$ cat src/rtl/phys_reg_freelist_ctrl_if.sv
// Rename-stage free-list bus: allocation grant, commit free, branch checkpoint/recover, status.
interface phys_reg_freelist_ctrl_if #(
  parameter int unsigned PREG_W = 6,
  parameter int unsigned CKPT_W = 2,
  parameter int unsigned CNT_W  = 6
);
  logic              alloc_req;
  logic              alloc_gnt;
  logic [PREG_W-1:0] alloc_preg;
  logic              free_valid;
  logic [PREG_W-1:0] free_preg;
  logic              ckpt_save;
  logic [CKPT_W-1:0] ckpt_save_id;
  logic              recover;
  logic [CKPT_W-1:0] recover_id;
  logic              ready;
  logic [CNT_W-1:0]  free_count;
  logic              empty;
  logic              err_overflow;

  // Rename / commit / branch-stack side.
  modport master (
    output alloc_req, free_valid, free_preg, ckpt_save, ckpt_save_id, recover, recover_id,
    input  alloc_gnt, alloc_preg, ready, free_count, empty, err_overflow
  );

  // Free-list controller side.
  modport slave (
    input  alloc_req, free_valid, free_preg, ckpt_save, ckpt_save_id, recover, recover_id,
    output alloc_gnt, alloc_preg, ready, free_count, empty, err_overflow
  );
endinterface

$ cat src/rtl/phys_reg_freelist_ctrl.sv
// Physical-register free list: circular FIFO of unmapped pregs, filled with
// NUM_ARCH_REGS..NUM_PHYS_REGS-1 after reset, one grant and one free per cycle, and per-branch
// snapshots of the allocation (head) pointer for single-cycle mispredict recovery.
module phys_reg_freelist_ctrl #(
  parameter int unsigned NUM_ARCH_REGS = 32,
  parameter int unsigned NUM_PHYS_REGS = 64,
  parameter int unsigned NUM_CKPT      = 4,
  parameter int unsigned PREG_W        = 6
) (
  input logic                     clk,
  input logic                     rst_n,
  phys_reg_freelist_ctrl_if.slave bus
);
  localparam int unsigned DEPTH = NUM_PHYS_REGS - NUM_ARCH_REGS;
  localparam int unsigned IDX_W = (DEPTH > 1) ? $clog2(DEPTH) : 1;
  // Extra wrap bit distinguishes full from empty.
  localparam int unsigned PTR_W = IDX_W + 1;

  typedef enum logic [0:0] {StInit, StRun} state_e;

  state_e            state_q, state_d;
  logic [PTR_W-1:0]  head_q, head_d;
  logic [PTR_W-1:0]  tail_q, tail_d;
  logic [IDX_W-1:0]  init_idx_q, init_idx_d;
  logic              err_q, err_d;
  logic [PREG_W-1:0] mem_q [DEPTH];
  logic [PTR_W-1:0]  ckpt_q [NUM_CKPT];

  logic [PTR_W-1:0]  count;
  logic              is_empty;
  logic              is_full;
  logic              grant;
  logic              mem_we;
  logic [PREG_W-1:0] mem_wdata;
  logic              ckpt_we;

  // Occupancy derived from registered pointers only.
  always_comb begin
    count    = tail_q - head_q;
    is_empty = (count == '0);
    is_full  = (count == PTR_W'(DEPTH));
  end

  // Next-state: INIT fills the list, RUN services grant/free/checkpoint/recover.
  always_comb begin
    state_d    = state_q;
    head_d     = head_q;
    tail_d     = tail_q;
    init_idx_d = init_idx_q;
    err_d      = err_q;
    grant      = 1'b0;
    mem_we     = 1'b0;
    mem_wdata  = '0;
    ckpt_we    = 1'b0;
    unique case (state_q)
      StInit: begin
        mem_we     = 1'b1;
        mem_wdata  = PREG_W'(NUM_ARCH_REGS) + PREG_W'(init_idx_q);
        tail_d     = tail_q + PTR_W'(1);
        init_idx_d = init_idx_q + IDX_W'(1);
        if (init_idx_q == IDX_W'(DEPTH - 1)) begin
          state_d = StRun;
        end
      end
      StRun: begin
        // No free->alloc bypass: emptiness comes from registered pointers.
        grant = bus.alloc_req & ~is_empty & ~bus.recover;
        if (grant) begin
          head_d = head_q + PTR_W'(1);
        end
        // Recovery wins over any same-cycle save; the checkpoint captures post-grant head so
        // the branch renamed this cycle keeps its destination.
        if (bus.recover) begin
          head_d = ckpt_q[bus.recover_id];
        end else begin
          ckpt_we = bus.ckpt_save;
        end
        if (bus.free_valid) begin
          mem_we    = 1'b1;
          mem_wdata = bus.free_preg;
          tail_d    = tail_q + PTR_W'(1);
          if (is_full) begin
            err_d = 1'b1;
          end
        end
      end
      default: state_d = StInit;
    endcase
  end

  // Control state and pointers.
  always_ff @(posedge clk or negedge rst_n) begin
    if (!rst_n) begin
      state_q    <= StInit;
      head_q     <= '0;
      tail_q     <= '0;
      init_idx_q <= '0;
      err_q      <= 1'b0;
    end else begin
      state_q    <= state_d;
      head_q     <= head_d;
      tail_q     <= tail_d;
      init_idx_q <= init_idx_d;
      err_q      <= err_d;
    end
  end

  // Checkpoint slots hold a snapshot of the head pointer (with wrap bit).
  always_ff @(posedge clk or negedge rst_n) begin
    if (!rst_n) begin
      for (int unsigned i = 0; i < NUM_CKPT; i++) begin
        ckpt_q[i] <= '0;
      end
    end else if (ckpt_we) begin
      ckpt_q[bus.ckpt_save_id] <= head_d;
    end
  end

  // Entry storage; contents are don't-care until written by INIT, so no reset.
  always_ff @(posedge clk) begin
    if (mem_we) begin
      mem_q[tail_q[IDX_W-1:0]] <= mem_wdata;
    end
  end

  assign bus.alloc_gnt    = grant;
  assign bus.alloc_preg   = grant ? mem_q[head_q[IDX_W-1:0]] : '0;
  assign bus.ready        = (state_q == StRun);
  assign bus.free_count   = count;
  assign bus.empty        = is_empty;
  assign bus.err_overflow = err_q;

endmodule

$ cat src/flat_wrapper.sv
// flat-port wrapper written by rule: the top's interface ports become plain ports
module phys_reg_freelist_ctrl_flat 
#(
  parameter int unsigned NUM_ARCH_REGS = 32,
  parameter int unsigned NUM_PHYS_REGS = 64,
  parameter int unsigned NUM_CKPT      = 4,
  parameter int unsigned PREG_W        = 6
)
  (clk, rst_n, bus_alloc_req, bus_free_valid, bus_free_preg, bus_ckpt_save, bus_ckpt_save_id, bus_recover, bus_recover_id, bus_alloc_gnt, bus_alloc_preg, bus_ready, bus_free_count, bus_empty, bus_err_overflow);
  phys_reg_freelist_ctrl_if #(.PREG_W(PREG_W), .CKPT_W(2), .CNT_W(6)) bus_i ();
  input logic clk;
  input logic rst_n;
  input wire logic [$bits(bus_i.alloc_req)-1:0] bus_alloc_req;
  input wire logic [$bits(bus_i.free_valid)-1:0] bus_free_valid;
  input wire logic [$bits(bus_i.free_preg)-1:0] bus_free_preg;
  input wire logic [$bits(bus_i.ckpt_save)-1:0] bus_ckpt_save;
  input wire logic [$bits(bus_i.ckpt_save_id)-1:0] bus_ckpt_save_id;
  input wire logic [$bits(bus_i.recover)-1:0] bus_recover;
  input wire logic [$bits(bus_i.recover_id)-1:0] bus_recover_id;
  output wire logic [$bits(bus_i.alloc_gnt)-1:0] bus_alloc_gnt;
  output wire logic [$bits(bus_i.alloc_preg)-1:0] bus_alloc_preg;
  output wire logic [$bits(bus_i.ready)-1:0] bus_ready;
  output wire logic [$bits(bus_i.free_count)-1:0] bus_free_count;
  output wire logic [$bits(bus_i.empty)-1:0] bus_empty;
  output wire logic [$bits(bus_i.err_overflow)-1:0] bus_err_overflow;
  assign bus_i.alloc_req = bus_alloc_req;
  assign bus_i.free_valid = bus_free_valid;
  assign bus_i.free_preg = bus_free_preg;
  assign bus_i.ckpt_save = bus_ckpt_save;
  assign bus_i.ckpt_save_id = bus_ckpt_save_id;
  assign bus_i.recover = bus_recover;
  assign bus_i.recover_id = bus_recover_id;
  assign bus_alloc_gnt = bus_i.alloc_gnt;
  assign bus_alloc_preg = bus_i.alloc_preg;
  assign bus_ready = bus_i.ready;
  assign bus_free_count = bus_i.free_count;
  assign bus_empty = bus_i.empty;
  assign bus_err_overflow = bus_i.err_overflow;
  phys_reg_freelist_ctrl #(.NUM_ARCH_REGS(NUM_ARCH_REGS), .NUM_PHYS_REGS(NUM_PHYS_REGS), .NUM_CKPT(NUM_CKPT), .PREG_W(PREG_W)) u_core (.clk(clk), .rst_n(rst_n), .bus(bus_i));
endmodule
$ cat config.mk
export PLATFORM = sky130hd
export DESIGN_NAME = phys_reg_freelist_ctrl_flat
export DESIGN_NICKNAME = d
export VERILOG_FILES = /design/src/rtl/phys_reg_freelist_ctrl_if.sv /design/src/rtl/phys_reg_freelist_ctrl.sv /design/src/flat_wrapper.sv
export SDC_FILE = /design/constraint.sdc
export NUM_CORES = 1
export LEC_CHECK = 0
export ABC_AREA = 0
export CAP_MARGIN = 10
export CORE_AREA = 2 2 99 196
export DETAILED_ROUTE_END_ITERATION = 16
export DIE_AREA = 0 0 101 198
export PLACE_DENSITY = 0.75
export SLEW_MARGIN = 10
export SYNTH_ARGS = -nofsm -noshare
export SYNTH_HDL_FRONTEND = slang
export SYNTH_SLANG_ARGS = --single-unit
$ cat constraint.sdc
create_clock -name clk -period 3.18 [get_ports clk]
set_input_delay 0.477 -clock clk [delete_from_list [all_inputs] [get_ports clk]]
set_output_delay 0.477 -clock clk [all_outputs]
set_load 0.03 [all_outputs]
==> impl_metrics.csv <==
group,metric,value,unit
floorplan,core.rowCount,71,
timing,hold_viol,0,
hold_path,hp-class,"in -> async",
synthesis,synth_edf_count,192,
placement,dpl_worst_slack,-622.3,ps
timing,timing.hold.ws,139.8,ps
grt,grt_pass1_wl,33.40,mm
synthesis,synth_fa_ha_area_share,1.712,%
timing,relSlewSlack,31.22,%
route,drt_iter0_markers,411,
cts,cts_tree,"done",
cts,numCtsBuffers,20,
route,drc_errors,0,
timing,max_freq,263.9,MHz
synthesis,yosysTopAreaCell,"edfxtp_1",
finish,nNetsFinal,703,
route,ant_nets,0,
setup_path,r2r_start,"u_core.head_q[0]",
grt,grt_max_degree,54,
timing,worstMarginPinSlew,1029,ps
route,vias_per_cell,6.204,
cts,cts.sinks,235,
cts,clk_path_buf_depth,3,
setup_path,r2r_setup_slack,-200,ps
route,avgRoutedWirePerCell,24.53,um
timing,period_minus_slack,3789,ps
synthesis,seq_area_frac_synth,68.85,%
floorplan,core_area,18660,um^2
cts,worst_skew_pair.late_latency,510,ps
finish,final_common_cell,"edfxtp_1",
finish,mostFrequentLayoutCells,"edfxtp_1 (192), mux4_2 (66), buf_4 (65), nor2_1 (61), dfrtp_1 (41)",
synthesis,synth-xor-area-share,1.058,%
synthesis,synth_mux_area_share,15.39,%
grt,gr-total-overflow,0,
cts,clock-root-buffer,"clkbuf_16",
synthesis,synth.distinct_cells,53,
grt,first_global_vias,5742,
status,violations,"negative setup slack",
synthesis,yosys.area_share.simple,7.139,%
job,cap_violations,0,
timing,drv_slew,0,
setup_path,timing.rr.end,"u_core.ckpt_q[7]",
finish,drive_gt1_share,30.09,%
finish,areaGrowthSynthToFinish,17.78,%
setup_path,worstPathMaxFanout,8,
synthesis,syn-num-nets,615,
grt,antenna_found_initial,0,
setup_path,crit_arrival,3310,ps
route,dr.pass1.iters,5,
cts,cts_hold_buf,0,
placement,port_buffers,31,
timing,fin_tns_setup,-6258,ps
grt,track_usage,22.64,%
placement,place_inst,858,
synthesis,ys_warn_count,0,
timing,grt_setup_unrepaired,"true",
synthesis,ys_seq_elements,235,
setup_path,crit_start,"u_core.head_q[0]",
synthesis,synth_compound_area_share,3.954,%
synthesis,synthTopCellsByArea,"edfxtp_1 (58%), mux4_2 (15%), dfrtp_1 (11%)",
synthesis,syn_area,9937,um^2
timing,finalCritPeriodShare,119.1,%
setup_path,reg2regPathDepth,10,
status,run_status,"finished with violations",
setup_path,crit_path_end,"bus_alloc_preg[0]",
pwr,peakVddDrop,712.4,uV
synthesis,synth_cells,586,
pwr,p_leak,4.122,nW
route,routed_wl,22.25,mm
floorplan,pin_count,32,
pwr,power_density,814.7,nW/um^2
floorplan,fp.dieH,198,um
timing,worst_slack,-608.6,ps
cts,path_clk_slew,70,ps
timing,setup-violations-final,19,
floorplan,start_util,53.27,%
setup_path,end_kind,"output port",
floorplan,die_w,101,um
finish,multiInputGateArea,3065,um^2
finish,n_antenna_cell,0,
finish,stdcell_count,907,
placement,placed_cell_area,10910,um^2
synthesis,synth_top_family_by_area,"multiplexers",
synthesis,ys.flop_type,"edfxtp_1",
route,via_count,5627,
synthesis,avgSynthCellArea,16.96,um^2
synthesis,synth_top_area_share,58.02,%
setup_path,crit_type,"reg -> out",
placement,post-dp-hpwl,15.00,mm
timing,worst_clock_skew,12.22,ps
setup_path,start_kind,"flop",
finish,n_fill_cell,1281,
placement,place_congestion,0.8373,
cts,cts_max_level,1,
floorplan,die_area,20000,um^2
setup_path,cp.required,2700,ps
synthesis,async_flop_share,18.30,%
finish,finalInstanceArea,11700,um^2
finish,seq_area,6847,um^2
-- routing by layer --
| metal | part of all wire, % | vias to the layer above | wire [um] | track usage [%] |
|---|---|---|---|---|
| met5 | 0 | - | 0 | 0 |
| met4 | 3.9 | 0 | 874 | 10.11 |
| met3 | 3.9 | 51 | 874 | 2.753 |
| met2 | 57 | 213 | 12600 | 41.98 |
| met1 | 35 | 2893 | 7897 | 25.54 |
| li1 | - | 2470 | - | - |
-- where the power goes --
part | internal (mW) | total (mW) | switching (mW)
Combinational | 1.58 | 3.37 | 1.79
Clock | 1.37 | 2.44 | 1.07
Sequential | 3.61 | 3.72 | 0.114
-- worst max-delay path, cell delays in order (launching register included) --
cell	delay (ps)
dfrtp_4	490
ha_4	170
fa_1	510
inv_2	50
or4_1	460
mux2i_1	210
or4b_4	530
nand3_4	210
a21oi_4	50
buf_6	140
-- synth_stat cells, drive strengths merged (2+ instances only) --
master / n
or3b: 2
nand2: 40
a211o: 2
xnor2: 9
and4: 3
a21oi: 10
and3: 4
a31oi: 20
mux2: 2
edfxtp: 192
o31ai: 4
nand4: 5
o21ai: 7
clkbuf: 18
inv: 16
mux4: 66
nor2: 61
and2: 5
a31o: 4
nor3: 2
nor3b: 3
mux2i: 2
ha: 12
xor2: 3
or3: 3
nand3: 6
nor2b: 6
or2: 4
nand3b: 2
dfrtp: 43
buf: 12
-- area by class of cell --
type	count	area share, %
flip-flops and latches	235	58.50
multi-input cells	304	26.19
repair buffers	96	6.863
clock buffers	23	4.554
well taps	219	2.341
clock inverters	13	0.9835
inverters	17	0.5666
-- cell families after synthesis --
group,count (synthesis)
flip-flops,235
AND/OR/NAND/NOR,151
multiplexers,70
AO/OA/AOI/OAI,58
buffers and inverters,47
adder cells (fa/ha/maj),13
XOR/XNOR,12
-- through the flow --
stage	util, %	total power, mW
after global routing	62.74	9.899
after detailed placement	58.46	6.957
final	62.74	9.536
after floorplan	-	5.827
after global placement	58.46	6.887
after CTS	62.54	9.507
-- sequential cells by signal, summed over array words and instances, names as in the netlist --
signal                   flops
u_core.bus.err_overflow      1
u_core.tail_q                6
u_core.bus.ready             1
u_core.head_q                6
u_core.mem_q               192
u_core.ckpt_q               24
u_core.init_idx_q            5
-- worst min path at each step --
stage | start | endpoint | slack, ps | cells after the start
3_3_place_gp | u_core.bus.err_overflow | u_core.bus.err_overflow | 450 | 1
5_1_grt | rst_n | u_core.ckpt_q[20] | 210 | 1
3_5_place_dp | u_core.bus.err_overflow | u_core.bus.err_overflow | 460 | 1
4_1_cts | rst_n | u_core.ckpt_q[14] | 150 | 1
6_report | rst_n | u_core.ckpt_q[14] | 140 | 1
2_1_floorplan | rst_n | u_core.bus.err_overflow | 180 | 0
-- repair_timing --
item | in CTS | in global routing
cloned | 0 | 0
buffers inserted | 11 | 2
endpoints found under the hold margin | 0 | 0
resized for setup | 55 | 5
pin swaps | 7 | 7
endpoints found under the setup margin | 40 | 36
(Power assumes the default switching activity.)
==> RTL edit: new RTL, config.mk and constraints unchanged <==
Make the reset (`rst_n`) synchronous in 2 clocked blocks.
--- a/src/rtl/phys_reg_freelist_ctrl.sv
+++ b/src/rtl/phys_reg_freelist_ctrl.sv
@@ -91,3 +91,3 @@
   // Control state and pointers.
-  always_ff @(posedge clk or negedge rst_n) begin
+  always_ff @(posedge clk) begin
     if (!rst_n) begin
@@ -108,3 +108,3 @@
   // Checkpoint slots hold a snapshot of the head pointer (with wrap bit).
-  always_ff @(posedge clk or negedge rst_n) begin
+  always_ff @(posedge clk) begin
     if (!rst_n) begin
Function: differs if rst_n is asserted again (counterexample within 4 cycles, from zero or initial values and one cycle with rst_n low); with rst_n held inactive, the same outputs for 10 cycles.
==> RTL edit against the original RTL <==
  * The run still ends with negative setup slack left
  * Critical path depth is 2 higher
  * Clock skew is 4.1 ps lower
  * Wire length is 0.63% higher
  * Design area shrank 1.7%
  * Sequential cell count unchanged
  * First-iteration DRC count decreased by 6.1%
  * Core utilization down 1.0 points
  * Synthesized area is 0.34% lower
  * Fmax increased by 12%
  * Setup slack improved by 390 ps
Power is not compared: it rests on default switching activity, and its combinational part moved more than twofold at a synthesized area within 25%.
==> RTL edit: results (changes against the original RTL) <==
setup ws final -214 ps (was -609 ps); crit path DAT 2920 ps (was 3310 ps); met3 Use GR 0.0279 (was 0.0275); Hold WC Path Type flip-flop to flip-flop (was input port to async pin); final setup TNS -1640 ps (was -6260 ps); DRT Pass-1 Iters 7 (was 5); Iter 0 DRT Violations 386 (was 411); number of distinct library cells after synthesis 51 (was 53); reg2reg end u_core.ckpt_q[2][3]$_SDFFCE_PN0P_ (was u_core.ckpt_q[7]$_DFFE_PN0P_); status finished, violations left (unchanged); drt wl/cell 24.9 um (was 24.5 um); reg2reg setup slack 110 ps (was -200 ps); maximum fanout along the worst path 6 (was 8); Seq/Total Area, Yosys 0.693 (was 0.688); M1 GR Usage 0.249 (was 0.255); Synth Area in XOR/XNOR 0.00960 (was 0.0106); dpl cells 854 (was 858); Tot GR Track Use 0.228 (was 0.226); Post-synth EDFFs 216 (was 192); Final Setup Violations 8 (was 19); share of cells above drive strength 1 0.272 (was 0.301); DP HPWL 15.3 mm (was 15.0 mm); nets 695 (was 703); failing checks negative setup slack (unchanged); Synth area leaders edfxtp_1 65%, mux4_2 15%, dfxtp_1 3.8% (was edfxtp_1 58%, mux4_2 15%, dfrtp_1 11%); vias in the first global route 5840 (was 5742); Synth top cells by count 216 x edfxtp_1, 66 x mux4_2, 63 x nor2_1 (was 192 x edfxtp_1, 66 x mux4_2, 61 x nor2_1); adder-cell share of the synthesized area 0.0172 (was 0.0171); Slew headroom 0.272 (was 0.312); Layout Skew 8.15 ps (was 12.2 ps); Crit-path slowest cell fa_2 (was or4b_4); Async SR Flop Fraction 0 (was 0.183); reg2reg start u_core.tail_q[0]$_SDFFE_PN0P_ (was u_core.head_q[0]$_DFF_PN0_)
RTL edit: cell count changes in the layout (fill, tap and decap cells not counted), sizes merged, moves of 5 or more:
cell and change:
dfrtp -43, edfxtp +24, dfxtp +19, a31oi -16
a21oi +15, buf -9, nand3 +5
RTL edit: worst max path at each step:
stage	startpoint	end	slack, ps	cells past startpoint
final	u_core.tail_q[0]$_SDFFE_PN0P_	bus_alloc_preg[2]	-210	11
after detailed placement	u_core.tail_q[0]$_SDFFE_PN0P_	bus_alloc_gnt	-100	10
after global routing	u_core.tail_q[0]$_SDFFE_PN0P_	bus_alloc_preg[5]	-290	11
after floorplan	u_core.tail_q[0]$_SDFFE_PN0P_	bus_alloc_preg[0]	-160	9
after global placement	u_core.tail_q[0]$_SDFFE_PN0P_	bus_alloc_gnt	-40	10
after CTS	u_core.tail_q[0]$_SDFFE_PN0P_	bus_alloc_preg[4]	-180	11
RTL edit: timing repair:
action | in CTS | in global routing
gates resized for setup | 19 | 8
pin swaps | 2 | 1
setup buffers | 5 | 4
setup endpoints to repair | 8 | 9
RTL edit: cells by family after synthesis:
kind of cell | count (synthesis)
flip-flops | 235
AND/OR/NAND/NOR | 151
multiplexers | 70
AO/OA/AOI/OAI | 59
buffers and inverters | 48
adder cells (fa/ha/maj) | 13
XOR/XNOR | 10
RTL edit: area by class of cell:
class | count | area (um^2)
clock buffers | 26 | 544
well taps | 219 | 274
repair buffers | 88 | 746
fillers | 1295 | 7150
inverters | 18 | 75.1
clock inverters | 10 | 76.3
flip-flops and latches | 235 | 6870
multi-input cells | 303 | 2920
RTL edit: worst register-to-register path, cell delays in order (launching register included):
cell,delay (ps)
dfxtp_2,340
inv_2,50
ha_4,160
fa_2,530
inv_2,60
nor4_2,260
mux2i_1,140
or4_4,460
buf_4,150
buf_6,120
inv_8,40
buf_4,150
mux2i_1,270
nor3_1,90
RTL edit: report_power, final:
group          leakage [nW]  switching [mW]  total, mW  internal, mW
combinational          1.34           0.232      0.395         0.164
sequential             2.15          0.0159       3.42          3.41
clock                 0.301            1.03       2.32          1.29
RTL edit: stage by stage:
| step | hold WS (ps) | power [mW] | setup slack, ps | cell area, um^2 |
|---|---|---|---|---|
| 4_1_cts | 520 | 6.16 | -176 | 11500 |
| 6_report | 508 | 6.14 | -214 | 11500 |
| 3_5_place_dp | 498 | 3.84 | -101 | 10700 |
| 5_1_grt | 514 | 6.31 | -287 | 11500 |
| 3_3_place_gp | 456 | 3.82 | -38.5 | 10700 |
| 2_1_floorplan | 489 | 3.69 | -158 | 9920 |
RTL edit: per-layer routing:
metal | routed length (um) | up-vias
met5 | 0 | -
met4 | 870 | 0
met3 | 868 | 46
met2 | 13000 | 181
met1 | 7640 | 2856
li1 | - | 2456
